<file path="config.mk">
export PLATFORM = sky130hd
export DESIGN_NAME = vc_wrr_scheduler
export DESIGN_NICKNAME = d
export VERILOG_FILES = /design/src/rtl/vc_wrr_scheduler.sv
export SDC_FILE = /design/constraint.sdc
export NUM_CORES = 1
export LEC_CHECK = 0
export BUFFER_PORTS_ARGS = -buffer_cell sky130_fd_sc_hd__buf_4
export CAP_MARGIN = 15
export CORE_MARGIN = 8
export CORE_UTILIZATION = 50
export CTS_CLUSTER_SIZE = 14
export DETAILED_ROUTE_END_ITERATION = 7
export PLACE_DENSITY = 0.77
export SETUP_SLACK_MARGIN = 0.2
export SYNTH_ARGS = -nofsm -noshare
export SYNTH_HDL_FRONTEND = slang
export SYNTH_SLANG_ARGS = --single-unit
</file>
<file path="constraint.sdc">
create_clock -name clk -period 3.7 [get_ports clk]
set_clock_uncertainty 0.1 [all_clocks]
set_input_delay 0.555 -clock clk [delete_from_list [all_inputs] [get_ports clk]]
set_output_delay 0.555 -clock clk [all_outputs]
set_load 0.05 [all_outputs]
</file>
<file path="src/rtl/vc_wrr_scheduler.sv">
// Weighted round-robin drain of virtual-channel FIFOs VC0/VC1 into destination FIFOs D0/D1.
// Pops are combinational from state; the popped word is steered by its destination bit two cycles later.
module vc_wrr_scheduler #(
  parameter int DATA_SIZE = 6,
  parameter int DEST_BIT  = 4,
  parameter int WEIGHT_W  = 4
) (
  input  logic                 clk,
  input  logic                 reset_L,
  input  logic                 active,
  input  logic [WEIGHT_W-1:0]  weight_vc0,
  input  logic [WEIGHT_W-1:0]  weight_vc1,
  input  logic                 fifo_empty_vc0,
  input  logic                 fifo_empty_vc1,
  input  logic                 fifo_pause_d0,
  input  logic                 fifo_pause_d1,
  input  logic [DATA_SIZE-1:0] data_mux_0,
  input  logic [DATA_SIZE-1:0] data_mux_1,
  output logic                 pop_vc0,
  output logic                 pop_vc1,
  output logic                 push_d0,
  output logic                 push_d1,
  output logic [DATA_SIZE-1:0] data_d0,
  output logic [DATA_SIZE-1:0] data_d1,
  output logic [1:0]           grant
);

  // One-hot encoding lets the state register drive grant directly.
  typedef enum logic [1:0] {
    IDLE      = 2'b00,
    SERVE_VC0 = 2'b01,
    SERVE_VC1 = 2'b10
  } state_t;

  state_t                state_q, state_d;
  logic [WEIGHT_W-1:0]   cnt_q, cnt_d;
  logic [WEIGHT_W-1:0]   cnt_inc;
  logic [WEIGHT_W-1:0]   wt0_q, wt0_d;
  logic [WEIGHT_W-1:0]   wt1_q, wt1_d;
  logic                  last_q, last_d;
  logic                  pop_q, pop_d;
  logic                  src_q, src_d;
  logic                  push_d0_q, push_d0_d;
  logic                  push_d1_q, push_d1_d;
  logic [DATA_SIZE-1:0]  data_d0_q, data_d0_d;
  logic [DATA_SIZE-1:0]  data_d1_q, data_d1_d;
  logic [DATA_SIZE-1:0]  rd_word;
  logic                  elig0, elig1;
  logic                  pop0, pop1;

  // Either pause blocks both VCs: the destination is unknown until the word is read.
  assign elig0   = active & ~fifo_empty_vc0 & ~fifo_pause_d0 & ~fifo_pause_d1;
  assign elig1   = active & ~fifo_empty_vc1 & ~fifo_pause_d0 & ~fifo_pause_d1;
  assign pop0    = (state_q == SERVE_VC0) & elig0;
  assign pop1    = (state_q == SERVE_VC1) & elig1;
  assign cnt_inc = cnt_q + 1'b1;

  always_comb begin
    state_d = state_q;
    cnt_d   = cnt_q;
    wt0_d   = wt0_q;
    wt1_d   = wt1_q;
    last_d  = last_q;
    case (state_q)
      IDLE: begin
        wt0_d = (weight_vc0 == '0) ? {{(WEIGHT_W-1){1'b0}}, 1'b1} : weight_vc0;
        wt1_d = (weight_vc1 == '0) ? {{(WEIGHT_W-1){1'b0}}, 1'b1} : weight_vc1;
        cnt_d = '0;
        if (elig0 && elig1) begin
          state_d = last_q ? SERVE_VC0 : SERVE_VC1;
        end else if (elig0) begin
          state_d = SERVE_VC0;
        end else if (elig1) begin
          state_d = SERVE_VC1;
        end
      end
      SERVE_VC0: begin
        if (pop0) begin
          if (cnt_inc == wt0_q) begin
            cnt_d   = '0;
            last_d  = 1'b0;
            state_d = elig1 ? SERVE_VC1 : IDLE;
          end else begin
            cnt_d = cnt_inc;
          end
        end else if (fifo_empty_vc0) begin
          cnt_d   = '0;
          state_d = elig1 ? SERVE_VC1 : IDLE;
        end
      end
      SERVE_VC1: begin
        if (pop1) begin
          if (cnt_inc == wt1_q) begin
            cnt_d   = '0;
            last_d  = 1'b1;
            state_d = elig0 ? SERVE_VC0 : IDLE;
          end else begin
            cnt_d = cnt_inc;
          end
        end else if (fifo_empty_vc1) begin
          cnt_d   = '0;
          state_d = elig0 ? SERVE_VC0 : IDLE;
        end
      end
      default: begin
        state_d = IDLE;
        cnt_d   = '0;
      end
    endcase
  end

  // Read data arrives the cycle after the pop; the pop/source pair is carried one stage to meet it.
  always_comb begin
    pop_d     = pop0 | pop1;
    src_d     = pop1;
    rd_word   = src_q ? data_mux_1 : data_mux_0;
    push_d0_d = pop_q & ~rd_word[DEST_BIT];
    push_d1_d = pop_q &  rd_word[DEST_BIT];
    data_d0_d = push_d0_d ? rd_word : data_d0_q;
    data_d1_d = push_d1_d ? rd_word : data_d1_q;
  end

  always_ff @(posedge clk or negedge reset_L) begin
    if (!reset_L) begin
      state_q   <= IDLE;
      cnt_q     <= '0;
      wt0_q     <= {{(WEIGHT_W-1){1'b0}}, 1'b1};
      wt1_q     <= {{(WEIGHT_W-1){1'b0}}, 1'b1};
      last_q    <= 1'b1;
      pop_q     <= 1'b0;
      src_q     <= 1'b0;
      push_d0_q <= 1'b0;
      push_d1_q <= 1'b0;
      data_d0_q <= '0;
      data_d1_q <= '0;
    end else begin
      state_q   <= state_d;
      cnt_q     <= cnt_d;
      wt0_q     <= wt0_d;
      wt1_q     <= wt1_d;
      last_q    <= last_d;
      pop_q     <= pop_d;
      src_q     <= src_d;
      push_d0_q <= push_d0_d;
      push_d1_q <= push_d1_d;
      data_d0_q <= data_d0_d;
      data_d1_q <= data_d1_d;
    end
  end

  assign pop_vc0 = pop0;
  assign pop_vc1 = pop1;
  assign push_d0 = push_d0_q;
  assign push_d1 = push_d1_q;
  assign data_d0 = data_d0_q;
  assign data_d1 = data_d1_q;
  assign grant   = state_q;

endmodule
</file>
# == After elaboration in Yosys (flattened, before gate mapping) ==
# Cells that the tools add are included.
# totals
elab_cells,77
in_bits,27
reg_bits,31
out_inout_bits,18
# classes
n_reduce_logical,8
muxes,28
addsub,1
n_eq_ne,13
n_bitwise,16
# op_table
op,n
$mux 4,8
$mux 2,11
$and 1x1->1,10
$reduce_and 5->1,2
$eq 4x4->1,2
$logic_not 4->1,2
$pmux 4 s2,1
$mux 6,1
$ne 3x2->1 const B,2
$ne 3x3->1 const B,2
$pmux 2 s3,1
$mux 1,5
$not 1->1,5
$add 4x1->4 const B,1
$ne 2x1->1 const B,2
$ne 2x2->1 const B,2
$ne 4x4->1 const B,1
$eq 2x1->1 const B,1
$eq 2x2->1 const B,1
$logic_not 2->1,1
$pmux 1 s2,1
$reduce_and 2->1,1
$reduce_bool 2->1,1
$logic_and 1x1->1,1
$or 1x1->1,1

# == Longest topological paths before layout ==
# Gate-level depths: netlist (run 1).
# depth
word_depth,8
ltp_mapped,7
mapped_depth_nobuf,7

# == Worst setup path before layout (run 1) ==
# OpenSTA, ideal clock, no wires.
# synth_timing
path_kind,reg2reg
startpoint,register state_q[0] (netlist: grant[0])
endpoint,register state_q[0] (netlist: grant[0])
arrival_time_ns,1.971
setup_ns,0.128
stages_incl_launch_ff,7
setup_slack_ns,1.502
required_time_ns,3.472
period_less_slack_ns,2.198
n_path_buf,0
cell_sequence,dfrtp_1 inv_1 ha_1 nand2b_1 a21oi_1 a2111oi_4 mux2_1
# synth_via
elab_chain_cells,4
word_cells_on_any_way,14
cone_classes,7 x eq/ne; 3 x mux; 2 x bitwise; 2 x reduce/logical
# synth_rtl
item,line_no,source
start: declaration,35,"state_t state_q, state_d;"
start signal: assignment,137,state_q <= state_d;
$eq 2x2->1 or $eq 2x1->1 (tied branches),"55, 64, 54",
"$and 1x1->1, on equally long branches","55, 54",
$ne 3x2->1 (no source line) (tied with other cells),--,
$reduce_and 5->1 (no source line) or $pmux 2 s3 (tied branches),--,
# Parallel ways exist; a longest one is shown, timed or not.
# A chain may end at the register's enable or synchronous reset.

# == Worst setup path in the final report (run 1) ==
# layout_timing
startpoint,input port fifo_pause_d1
endpoint,output port pop_vc1
# layout_via
elab_chain_cells,3
# layout_rtl
item,line_no,source
start: declaration,16,"input logic fifo_pause_d1,"
$not 1->1,53,assign elig1 = active & ~fifo_empty_vc1 & ~fifo_pause_d0 & ~fifo_pause_d1;
$and 1x1->1,53,
$and 1x1->1,55,assign pop1 = (state_q == SERVE_VC1) & elig1;
end: declaration,20,"output logic pop_vc1,"
# Every way passes these cells.

==> flow_metrics.py, run 1 <==
metrics = {
    "power": {
        "peakVddDrop_uv": 393,
        "power_density_nw_per_um2": 737,
        "p_leak_nw": 1.02,
    },
    "drt": {
        "drt_iter0_drc": 51,
        "postRouteAntennaNets": 0,
        "drt-total-wl_mm": 3.53,
        "via_per_inst": 5.19,
        "drtPass1Iterations": 4,
        "via_count": 1229,
        "routedWlPerCell_um": 14.9,
        "route.detailed.drc": 0,
    },
    "floorplan": {
        "fp-row-count": 20,
        "die_h_um": 73.0,
        "fp.dieW_um": 73.0,
        "coreArea_um2": 3080,
        "fp.dieArea_um2": 5330,
        "start_util_pct": 52.8,
        "pin_count": 45,
    },
    "synth": {
        "ys_async_sr_fraction_pct": 100,
        "synth_compound_area_share_pct": 12.6,
        "synth_cells": 146,
        "syn_area_um2": 1630,
        "synth_edf_count": 0,
        "synth-seq-cells": 31,
        "synth_fa_ha_area_share_pct": 3.85,
        "ys_seq_area_share_pct": 48.0,
        "synthMuxAreaShare_pct": 9.93,
        "synthSimpleGateAreaFrac_pct": 14.2,
        "ys_types": 38,
        "syn_area_per_cell_um2": 11.1,
        "synthFlopType": "dfrtp_1",
        "yosysWarnings": 0,
        "synth_top_family_by_area": "simple AND/OR/NAND/NOR gates",
        "synth_nets": 178,
        "synth_xor_area_share_pct": 7.70,
    },
    "clock_network": {
        "hold_buffers": 0,
        "htreeDepth": 2,
        "clk_pin_slew_ns": 0.09,
        "clock_path_buffers": 2,
        "post_cts_buffers": 0,
        "numCtsBuffers": 5,
        "cts_root_buf": "clkbuf_4",
        "cts_sinks": 31,
        "cts_tree": "built",
        "cts_resized": 0,
        "clkLatencyLatePin_ns": 0.34,
    },
    "critical_path": {
        "worstSetupStartpointType": "input pin",
        "r2r_slack_ns": 1.34,
        "worstPathMaxFanout": 5,
        "critPathCaptureType": "output pin",
        "cp_data_required_time_ns": 3.04,
        "critPathKind": "in2out",
        "r2r-start": "cnt_q[0]",
        "rr_worst_depth": 6,
        "critical_path_arrival_ns": 1.75,
        "reg2reg_to": "grant[1]",
    },
    "grt": {
        "overflow": 0,
        "grt_max_degree": 32,
        "grt_antenna_before_repair": 0,
        "grt_pass1_vias": 1312,
        "grt_pass1_wl_mm": 5.91,
        "globalRouteTotalUtil_pct": 14.5,
    },
    "placement": {
        "gp_congestion": 0.814,
        "place.port_buffers": 44,
        "hpwl_mm": 2.86,
    },
    "outcome": {
        "outcome": "complete, no violations",
    },
    "timing": {
        "period_share_pct": 65.0,
        "max_freq_mhz": 416,
        "setup_viol": 0,
        "hold_violations": 0,
        "timing.slew.headroom_pct": 59.8,
        "fin_tns_setup_ns": 0,
        "fin_crit_ns": 2.41,
        "hold_slack_ns": 0.0194,
        "report.final.slew_viol_count": 0,
        "tightest_slew_ns": 0.603,
        "rsz0062_at_grt": "false",
    },
    "finish": {
        "layout.nets": 224,
        "final_cell_mix": "44 x buf_4, 28 x dfrtp_1, 16 x nand2_1, 11 x o21ai_0, 9 x inv_1",
        "syn2layout_area_growth_pct": 25.8,
        "layout-drive-gt1-share_pct": 34.7,
        "final_common_cell": "buf_4",
        "diodes": 0,
    },
    "min_path": {
        "hold_class": "in2async",
    },
    "flow_run": {
        "maxCapViolCount": 0,
    },
}
[worst max-delay path: stages]
cell      delay [ns]
buf_4           0.11
nor3b_1         0.49
nand3b_1        0.26
inv_1           0.13
buf_4           0.20
[cell type report]
cell class,count,area [µm²]
fill,261,1030
multi-input combinational,101,786
sequential,31,779
clock inverter,1,5.00
inverter,9,33.8
tap,44,55.1
clock buffer,7,55.1
timing repair buffer,44,330
[kinds of logic after synthesis]
logic type / after synthesis
AND/OR/NAND/NOR: 42
flip-flops: 31
AO/OA/AOI/OAI: 29
multiplexers: 15
buffers and inverters: 14
XOR/XNOR: 10
adder cells (fa/ha/maj): 5
[where the power goes]
part           internal [mW]  switching, mW
Clock                 0.0919          0.115
Sequential             0.465         0.0780
Combinational          0.279          0.478
Total                  0.836          0.672
[synth_stat cells (4+ instances only)]
cell      instances  area [µm²]
inv_1             9        33.8
mux2i_1           6        60.1
clkbuf_1          4        15.0
dfrtp_1          28         701
a21oi_1           4        20.0
xnor2_1           5        43.8
nand2b_1          5        31.3
nor2_1            6        22.5
o21ai_0          11        55.1
ha_1              5        62.6
mux2_2            7        78.8
nand2_1          16        60.1
[how the worst max path moves through the flow]
stage / slack [ns] / start / depth (start not counted) / endpoint
after detailed placement: 1.31 / fifo_pause_d1 / 5 / grant[1]
after global placement: 1.39 / fifo_pause_d1 / 5 / pop_vc1
after global routing: 1.17 / fifo_pause_d1 / 5 / pop_vc1
final: 1.29 / fifo_pause_d1 / 5 / pop_vc1
after CTS: 1.31 / fifo_pause_d1 / 5 / pop_vc1
after floorplan: 1.50 / grant[0] / 6 / grant[0]
[per-layer routing]
metal / global-route usage, % / vias up / share of wire (%)
met1: 15.0 / 588 / 41
li1: - / 593 / -
met3: 6.87 / 5 / 7.2
met4: 5.56 / 0 / 1.5
met2: 24.6 / 43 / 51
met5: 0 / - / 0
[through the flow]
| stage | power, mW | std cells | utilization [%] | worst slack [ns] | cell area, µm² |
|---|---|---|---|---|---|
| 6_report | 1.51 | 237 | 66.4 | 1.29 | 2040 |
| 5_1_grt | 1.60 | 237 | 66.4 | 1.17 | 2040 |
| 4_1_cts | 1.52 | 237 | 66.4 | 1.31 | 2040 |
| 3_5_place_dp | 1.32 | 229 | 64.5 | 1.31 | 1980 |
| 3_3_place_gp | 1.29 | 229 | 64.5 | 1.39 | 1980 |
| 2_1_floorplan | 1.09 | 146 | - | 1.50 | 1630 |
[flip-flops by register name, summed over array words and instances (netlist names)]
| register | cells |
|---|---|
| cnt_q | 4 |
| wt1_q | 4 |
| src_q | 1 |
| data_d0 | 6 |
| push_d1 | 1 |
| last_q | 1 |
| data_d1 | 6 |
| wt0_q | 4 |
| grant | 2 |
| push_d0 | 1 |
| pop_q | 1 |
No activity file was read; power rests on OpenSTA's default activity.
==> inputs of run 2 (changes only) <==
clock period = 2.4 ns   (was 3.7 ns; I/O delays follow)
==> run 2 against run 1 <==
Compared with the run above:
- hold slack better by 0.16 ns
- critical path depth unchanged
- cell area grew 2.8%
- core utilization grew 1.8 points
- wire length grew 1.2%
- first-iteration DRC count down 33%
- clock power grew 34%
- combinational power rose by 61%
- power up 55%
- worst setup slack got worse by 1.0 ns
- highest routed layer unchanged
==> flow_metrics.py, run 2 (synthesis results as in run 1) <==
metrics = {
    "outcome": {
        "outcome": "complete, no violations",
    },
    "floorplan": {
        "fp.dieArea_um2": 5330,
        "fp-row-count": 20,
        "die_h_um": 73.0,
        "coreArea_um2": 3080,
        "start_util_pct": 52.8,
        "pin_count": 45,
        "fp.dieW_um": 73.0,
    },
    "clock_network": {
        "htreeDepth": 2,
        "clkLatencyLatePin_ns": 0.32,
        "cts_tree": "built",
        "clk_pin_slew_ns": 0.09,
        "cts_sinks": 31,
        "numCtsBuffers": 5,
        "clock_path_buffers": 2,
        "cts_root_buf": "clkbuf_4",
    },
    "finish": {
        "stdcell_area_um2": 2100,
        "final_common_cell": "buf_4",
        "layout-drive-gt1-share_pct": 37.4,
        "final_cell_mix": "48 x buf_4, 27 x dfrtp_1, 16 x nand2_1, 11 x o21ai_0, 9 x inv_1",
        "syn2layout_area_growth_pct": 29.3,
        "regArea_um2": 781,
        "layout.nets": 229,
        "diodes": 0,
        "nFillCells": 253,
        "multi_input_area_um2": 811,
    },
    "critical_path": {
        "max_stage_delay_ns": 0.47,
        "cp_slowest_cell": "dfrtp_2",
        "worstSetupStartpointType": "flop",
        "critical_path_arrival_ns": 2.22,
        "cp_data_required_time_ns": 2.51,
        "crit_chain": "xor3_1 -> nor3_4 -> a21oi_2 -> a2111oi_4 -> mux2_1",
        "worstPathMaxFanout": 6,
        "critPathCaptureType": "flop",
        "critPathKind": "reg2reg",
    },
    "power": {
        "peakVddDrop_uv": 448,
        "switchingPower_mw": 1.03,
        "pwr-share-seq_pct": 35.7,
        "clockPowerShare_pct": 11.9,
        "power_density_nw_per_um2": 1110,
        "internal_power_mw": 1.31,
        "combPwrFrac_pct": 52.4,
        "sw_frac_of_total_pct": 44.0,
        "p_leak_nw": 1.04,
    },
    "timing": {
        "tightest_slew_ns": 0.586,
        "hold_violations": 0,
        "report.final.slew_viol_count": 0,
        "fin_crit_ns": 2.12,
        "period_share_pct": 88.3,
        "timing.slew.headroom_pct": 61.0,
        "rsz0062_at_grt": "true",
        "fin_tns_setup_ns": 0,
        "max_freq_mhz": 472,
        "setup_viol": 0,
    },
    "drt": {
        "via_count": 1229,
        "postRouteAntennaNets": 0,
        "routedWlPerCell_um": 14.8,
        "drt_iter0_drc": 34,
        "drt-total-wl_mm": 3.57,
        "drtPass1Iterations": 4,
        "route.detailed.drc": 0,
        "via_per_inst": 5.08,
    },
    "placement": {
        "place.port_buffers": 44,
        "hpwl_mm": 2.84,
        "placed_cell_area_um2": 2010,
        "gp_congestion": 0.824,
    },
    "grt": {
        "overflow": 0,
        "grt_pass1_wl_mm": 6.00,
        "grt_max_degree": 32,
        "grt_pass1_vias": 1364,
        "globalRouteTotalUtil_pct": 14.3,
        "grt_antenna_before_repair": 0,
    },
    "min_path": {
        "hold_class": "in2reg",
    },
    "flow_run": {
        "maxCapViolCount": 0,
    },
}
-- run 2: cell count changes in the layout (fill, tap and decap cells not counted) --
cell           previous run  this run
buf_4                    44        48
clkbuf_1                  1         2
clkbuf_8                  1         0
dfrtp_1                  28        27
dfrtp_2                   0         1
dlygate4sd3_1             0         1
ha_1                      5         4
ha_4                      0         1
nand3_1                   1         0
nand3_2                   0         1
xnor2_1                   5         4
xnor2_2                   1         2
-- run 2: final cells by class --
| cell class | count | area share (%) |
|---|---|---|
| timing repair buffer | 49 | 17.6 |
| tap | 44 | 2.62 |
| clock inverter | 1 | 0.238 |
| inverter | 9 | 1.61 |
| clock buffer | 7 | 2.14 |
| multi-input combinational | 101 | 38.6 |
| sequential | 31 | 37.2 |
-- run 2: critical path: cells and delay by family, from the launching register on --
kind	cells	cell delay [ns]
XOR/XNOR	1	0.42
AO/OA/AOI/OAI	2	0.41
flip-flops	1	0.47
AND/OR/NAND/NOR	1	0.24
multiplexers	1	0.36
-- run 2: path summary, 6_finish.rpt --
kind | start | end | slack (ns) | depth (start not counted)
hold / removal | weight_vc1[3] | wt1_q[3] | 0.18 | 2
setup reg to reg | cnt_q[2] | grant[1] | 0.28 | 5
max in group asynchronous | reset_L | wt1_q[0] | 1.48 | 2
hold reg to reg | data_d1[4] | data_d1[4] | 0.39 | 1
setup / recovery | cnt_q[2] | grant[1] | 0.28 | 5
min in group asynchronous | reset_L | grant[1] | 0.40 | 2
-- run 2: timing repair --
action                                  4_1_cts  5_1_grt
pin swaps                                     2        2
endpoints found under the setup margin        3        2
gates resized for setup                       1        4
hold buffers                                  1        0
hold endpoints to repair                     28        0
setup buffers                                 0        1
-- run 2: stage by stage --
stage	power [mW]	cells	hold WS, ns	util (%)	worst slack (ns)
floorplan	1.68	146	-0.0356	-	0.202
global placement	2.00	232	0.202	65.2	0.255
detailed placement	2.04	232	0.213	65.2	0.158
CTS	2.34	241	0.170	67.2	0.275
global route	2.47	242	0.174	68.3	0.191
finish	2.34	242	0.182	68.3	0.281
-- run 2: power by group through the flow --
stage	clock network (mW)	registers [mW]	logic, mW
final	0.278	0.834	1.22
after floorplan	0	1.20	0.486
after CTS	0.291	0.837	1.22
after detailed placement	0	0.849	1.19
after global placement	0	0.839	1.16
after global routing	0.303	0.861	1.31
-- run 2: layer usage --
metal | GRT usage, % | vias up | wire (µm)
met5 | 0 | - | 0
met4 | 5.33 | 0 | 41
met3 | 3.85 | 5 | 193
met2 | 25.6 | 37 | 1810
met1 | 15.6 | 584 | 1520
li1 | - | 603 | -
